### config.mk
export PLATFORM = sky130hd
export DESIGN_NAME = alu24_result_sink
export DESIGN_NICKNAME = d
export VERILOG_FILES = /design/src/rtl/alu24_pkg.sv /design/src/rtl/sync_fifo_fwft.sv /design/src/rtl/alu24_result_sink.sv
export SDC_FILE = /design/constraint.sdc
export NUM_CORES = 1
export LEC_CHECK = 0
export CORE_MARGIN = 3
export CORE_UTILIZATION = 45
export DETAILED_ROUTE_END_ITERATION = 10
export SYNTH_ARGS = -nofsm -noshare
export SYNTH_HDL_FRONTEND = slang
export SYNTH_SLANG_ARGS = --single-unit
### constraint.sdc
create_clock -name clock -period 6.4 [get_ports clock]
set_clock_uncertainty 0.2 [all_clocks]
set_input_delay 0.64 -clock clock [delete_from_list [all_inputs] [get_ports clock]]
set_output_delay 0.64 -clock clock [all_outputs]
set_load 0.1 [all_outputs]
### src/rtl/alu24_pkg.sv
// alu24_pkg: shared definitions for the 24-bit ALU result path.
//   ALU_W        operand width; results are ALU_W+1 bits wide, and the MSB
//                holds the carry or borrow
//   OP_*         3-bit ALU select codes
//   alu_entry_t  buffered result plus the status flags derived at push time
//   make_entry   builds an entry from a select and a result
package alu24_pkg;

    localparam int ALU_W = 24;

    localparam logic [2:0] OP_ADD  = 3'b000;
    localparam logic [2:0] OP_SUB  = 3'b001;
    localparam logic [2:0] OP_DIV  = 3'b010;
    localparam logic [2:0] OP_REM  = 3'b011;
    localparam logic [2:0] OP_AND  = 3'b100;
    localparam logic [2:0] OP_OR   = 3'b101;
    localparam logic [2:0] OP_XOR  = 3'b110;
    localparam logic [2:0] OP_XNOR = 3'b111;

    typedef struct packed {
        logic [2:0]     select;
        logic [ALU_W:0] result;
        logic           zero;
        logic           neg;
        logic           carry;
    } alu_entry_t;

    // The result MSB means carry or borrow only for add and subtract. For
    // every other op it is masked off.
    function automatic alu_entry_t make_entry(input logic [2:0]     sel,
                                              input logic [ALU_W:0] res);
        alu_entry_t e;
        e.select = sel;
        e.result = res;
        e.zero   = (res[ALU_W-1:0] == '0);
        e.neg    = res[ALU_W-1];
        e.carry  = ((sel == OP_ADD) || (sel == OP_SUB)) ? res[ALU_W] : 1'b0;
        return e;
    endfunction

endpackage

### src/rtl/sync_fifo_fwft.sv
// sync_fifo_fwft: single-clock show-ahead FIFO that exposes its occupancy.
//   clock, reset       rising-edge clock; asynchronous active-low reset
//   in_valid/in_ready  write handshake; in_ready is !full
//   in_data            write data
//   out_valid/ready    read handshake; out_valid is !empty
//   out_data           head entry, or zero while the FIFO is empty
//   count              occupancy, 0..DEPTH
// Both flags come only from the registered count. As a result:
//   - a push into an empty FIFO appears on the next cycle;
//   - a pop while full frees a slot only on the next cycle.
module sync_fifo_fwft #(
    parameter  int WIDTH = 8,
    parameter  int DEPTH = 8,
    localparam int CNT_W = $clog2(DEPTH) + 1
) (
    input  logic             clock,
    input  logic             reset,
    input  logic             in_valid,
    output logic             in_ready,
    input  logic [WIDTH-1:0] in_data,
    output logic             out_valid,
    input  logic             out_ready,
    output logic [WIDTH-1:0] out_data,
    output logic [CNT_W-1:0] count
);

    localparam int               PTR_W    = $clog2(DEPTH);
    localparam logic [CNT_W-1:0] FULL_CNT = CNT_W'(DEPTH);

    logic [WIDTH-1:0] mem_q [DEPTH];
    logic [PTR_W-1:0] wr_ptr_q, rd_ptr_q;
    logic [CNT_W-1:0] count_q, count_d;
    logic             push, pop;

    assign in_ready  = (count_q != FULL_CNT);
    assign out_valid = (count_q != '0);
    assign push      = in_valid && in_ready;
    assign pop       = out_valid && out_ready;
    assign count     = count_q;
    // Gate the output with out_valid so that an empty or reset FIFO shows zeros.
    assign out_data  = out_valid ? mem_q[rd_ptr_q] : '0;

    always_comb begin
        count_d = count_q;
        case ({push, pop})
            2'b10:   count_d = count_q + CNT_W'(1);
            2'b01:   count_d = count_q - CNT_W'(1);
            default: count_d = count_q;
        endcase
    end

    // DEPTH is a power of two, so the pointers wrap by natural overflow.
    always_ff @(posedge clock or negedge reset) begin
        if (!reset) begin
            wr_ptr_q <= '0;
            rd_ptr_q <= '0;
            count_q  <= '0;
        end else begin
            if (push) wr_ptr_q <= wr_ptr_q + PTR_W'(1);
            if (pop)  rd_ptr_q <= rd_ptr_q + PTR_W'(1);
            count_q <= count_d;
        end
    end

    // Storage needs no reset: out_data is masked until an entry is written.
    always_ff @(posedge clock) begin
        if (push) mem_q[wr_ptr_q] <= in_data;
    end

endmodule

### src/rtl/alu24_result_sink.sv
// alu24_result_sink: receiving end of the 24-bit ALU datapath.
//   clock, reset            rising-edge clock; asynchronous active-low reset
//   in_valid/in_ready       upstream handshake; in_ready is !full
//   in_select, in_result    op code and result (MSB is carry or borrow)
//   out_valid/out_ready     downstream handshake for the head entry
//   out_select, out_result  head op code and result (zero when empty)
//   out_zero/neg/carry      head flags, computed when the entry was pushed
//   count                   FIFO occupancy
//   proto_err, clear_err    sticky upstream-stability error and its clear
// DATA_W must equal alu24_pkg::ALU_W, because the stored entry layout is
// fixed by the package struct.
module alu24_result_sink
    import alu24_pkg::*;
#(
    parameter  int DATA_W = 24,
    parameter  int DEPTH  = 8,
    localparam int CNT_W  = $clog2(DEPTH) + 1
) (
    input  logic              clock,
    input  logic              reset,
    input  logic              in_valid,
    output logic              in_ready,
    input  logic [2:0]        in_select,
    input  logic [DATA_W:0]   in_result,
    output logic              out_valid,
    input  logic              out_ready,
    output logic [2:0]        out_select,
    output logic [DATA_W:0]   out_result,
    output logic              out_zero,
    output logic              out_neg,
    output logic              out_carry,
    output logic [CNT_W-1:0]  count,
    output logic              proto_err,
    input  logic              clear_err
);

    alu_entry_t in_entry, head;

    assign in_entry = make_entry(in_select, in_result);

    sync_fifo_fwft #(
        .WIDTH ($bits(alu_entry_t)),
        .DEPTH (DEPTH)
    ) u_fifo (
        .clock     (clock),
        .reset     (reset),
        .in_valid  (in_valid),
        .in_ready  (in_ready),
        .in_data   (in_entry),
        .out_valid (out_valid),
        .out_ready (out_ready),
        .out_data  (head),
        .count     (count)
    );

    assign out_select = head.select;
    assign out_result = head.result;
    assign out_zero   = head.zero;
    assign out_neg    = head.neg;
    assign out_carry  = head.carry;

    // Stability checker. Once upstream is stalled, it must keep in_valid high
    // and keep its payload unchanged on the next cycle. The previous payload
    // is captured every cycle, and it is compared only when stall_q is set.
    logic              stall_q;
    logic [2:0]        prev_sel_q;
    logic [DATA_W:0]   prev_res_q;
    logic              proto_err_q, proto_err_d;
    logic              violation;

    assign violation = stall_q && (!in_valid ||
                                   (in_select != prev_sel_q) ||
                                   (in_result != prev_res_q));

    // If a set and a clear arrive in the same cycle, the set wins.
    always_comb begin
        proto_err_d = proto_err_q;
        if (violation)      proto_err_d = 1'b1;
        else if (clear_err) proto_err_d = 1'b0;
    end

    always_ff @(posedge clock or negedge reset) begin
        if (!reset) begin
            stall_q     <= 1'b0;
            prev_sel_q  <= '0;
            prev_res_q  <= '0;
            proto_err_q <= 1'b0;
        end else begin
            stall_q     <= in_valid && !in_ready;
            prev_sel_q  <= in_select;
            prev_res_q  <= in_result;
            proto_err_q <= proto_err_d;
        end
    end

    assign proto_err = proto_err_q;

endmodule

==> results by group <==
Outcome
  – Status: complete, no violations

Drt
  – First drt pass iteration count: 4
  – DR vias: 5,134
  – DRT iter0 DRCs: 368
  – DRC viols: 0
  – Via density: 5.33
  – Routed wire length per instance: 22.8 um
  – Routed Antenna Nets: 0
  – Overall routed net length: 21,900 um

Synthesis
  – Syn nets: 566
  – Syn Inst Count: 528
  – Mapped cell area: 10,900 um2
  – Synth unique cells: 38
  – Top FF cell, synth: edfxtp_1
  – Number of synthesized flops with an enable pin: 240
  – Post-synthesis sequential area ratio: 0.754
  – #FFs+latches synth: 280
  – Synth Area per Inst: 20.6 um2
  – Synth warn: 0
  – Post-synth ARST share: 0.143

Global route
  – Initial antenna violation count: 0
  – Grt ovf: 0
  – Vias in the first global route: 5,585
  – Gr usage total: 0.173
  – Largest net degree at the start of global routing: 51
  – First-pass GRT wire length: 34,200 um

STA
  – RSZ-0062 raised after global routing: false
  – Setup_tns: 0 ps
  – Hold Vio Cnt, Final: 0
  – Final worst-path cycle share: 0.734
  – Hold slack: 10.3 ps
  – Worst rel slew slack: 0.305
  – Final setup viols: 0
  – Worst Max-Slew Pin Slew: 1040 ps
  – Max frequency: 213 MHz
  – Tmin final: 4700 ps
  – Final Max Tran Viols: 0

Setup path
  – Largest fanout on the critical path: 50
  – Slowest cell on crit path: dfrtp_4
  – Critical Path Max Stage Delay: 1120 ps
  – Reg-to-Reg Start: u_fifo.count[2]
  – Critical Path, Cell by Cell: buf_4 -> mux4_2 -> mux2i_1 -> nor2_1 -> clkdlybuf4s50_1
  – Critical Path RT: 5560 ps
  – Crit path buf inv count: 2
  – Top delay family on crit path: buffers and inverters
  – WP data arrival: 3860 ps
  – Crit path launch: u_fifo.rd_ptr_q[0]
  – Setup CP Type: register to output port
  – Critical Path Sink Type: output port
  – Reg2Reg Setup Slack: 2940 ps
  – Worst setup SP type: register

Die
  – Core area: 23,600 um2
  – Die area: 26,100 um2
  – Row count: 56
  – Ports: 71
  – Die Span Y: 162 um
  – Initial Utilization: 0.461
  – Die width: 162 um

Clock tree
  – H-Tree Level Count: 1
  – Clock Path Buffers: 3
  – CTS tree: done
  – Hold_buf cts: 0
  – # Post-CTS Setup Buffers: 0
  – Sink Count: 280
  – Clk root buf: clkbuf_16
  – Cts repair resizes: 0
  – CTS buffer count: 29
  – Clock-pin slew on the worst setup and hold paths: 60 ps
  – Clock Latency Late Sink: 540 ps

Cells and area
  – Final net count: 659
  – Number of diodes: 0
  – P&R area growth vs syn: 19.0%
  – Share of cells above drive strength 1: 0.219
  – Final Non-Filler Cells: 963

Min path
  – HP Class: input port to async pin

Placed design
  – Input/output buffers: 70
  – GP Congestion: 0.766
  – Dpl cells: 909
  – Detail Placement HPWL: 12,800 um

Flow run
  – Max cap viols: 0
## flip-flops by register name, indices dropped and copies added, names as in the netlist
signal,flops
u_fifo.mem_q,240
u_fifo.count,4
prev_sel_q,3
u_fifo.wr_ptr_q,3
prev_res_q,25
proto_err,1
u_fifo.rd_ptr_q,3
stall_q,1
## stage by stage
stage / worst slack, ps / util / cell area [um2]
6_report: 1700 / 0.549 / 13000
4_1_cts: 1580 / 0.549 / 13000
5_1_grt: 1420 / 0.549 / 13000
2_1_floorplan: 1530 / - / 10900
3_3_place_gp: 2220 / 0.509 / 12000
3_5_place_dp: 2160 / 0.509 / 12000
## layout by cell type (no fill, tap or decap), types with 3 or more instances in the layout
cell / count
edfxtp_1: 240
mux4_2: 60
buf_4: 17
nand4_1: 6
clkbuf_1: 3
nand3_1: 3
inv_1: 4
clkinv_1: 6
nor4_1: 7
mux2i_1: 30
nor2_4: 6
bufinv_16: 4
nor2_1: 35
clkinv_2: 9
ha_1: 5
xor2_1: 6
clkbuf_16: 29
xnor2_1: 28
clkdlybuf4s50_1: 69
dfrtp_1: 37
nand2_1: 6
## per-layer routing
| metal | up-vias | track usage | routed length [um] |
|---|---|---|---|
| met4 | 0 | 0.0415 | 331 |
| met1 | 2681 | 0.255 | 9630 |
| li1 | 2290 | - | - |
| met2 | 138 | 0.278 | 10600 |
| met3 | 25 | 0.0239 | 1320 |
| met5 | - | 0 | 0 |
## final timing paths
kind	end	cells past startpoint
min in group clock	u_fifo.wr_ptr_q[0]	2
max in group asynchronous	u_fifo.rd_ptr_q[0]	1
hold reg to reg	u_fifo.wr_ptr_q[0]	2
setup / recovery	out_carry	5
hold / removal	u_fifo.wr_ptr_q[0]	1
setup reg to reg	u_fifo.count[2]	11
## synthesized netlist by cell type (2+ instances only)
master,number,area share
mux4_2,60,0.12
nand3_1,3,0.0014
inv_1,4,0.0014
clkbuf_1,8,0.0028
o21ai_0,2,0.00092
mux2i_1,30,0.028
nand2_1,6,0.0021
nand2b_1,2,0.0011
xor2_1,6,0.0048
xnor2_1,28,0.023
ha_1,5,0.0057
nand4_1,6,0.0034
a21oi_1,2,0.00092
nor2_1,41,0.014
nor3b_1,2,0.0014
nor3_1,2,0.00092
nor4_1,7,0.0040
buf_4,2,0.0014
buf_6,7,0.0072
nor2b_1,2,0.0011
buf_2,8,0.0037
dfrtp_1,40,0.092
edfxtp_1,240,0.66
## cells by family (layout without fill, tap and decap cells)
family | Yosys count | count (layout) | synth area share
flops | 280 | 280 | 0.754
mux | 93 | 93 | 0.155
simple gates | 78 | 78 | 0.0366
xor+xnor | 34 | 34 | 0.0273
buf+inv | 30 | 146 | 0.0168
compound gates | 8 | 8 | 0.00471
fa+ha+maj | 5 | 5 | 0.00574
## final cells by class
class	instances	area, um2
fillers	1823	10700
clock buffers	32	737
repair buffers	87	823
multi-input cells	218	2550
inverters	5	18.8
clock inverters	22	215
flip-flops and latches	280	8210
well taps	319	399
Power is not shown: default switching activity piles up to over one toggle a cycle in this logic, so the estimate is an artifact.
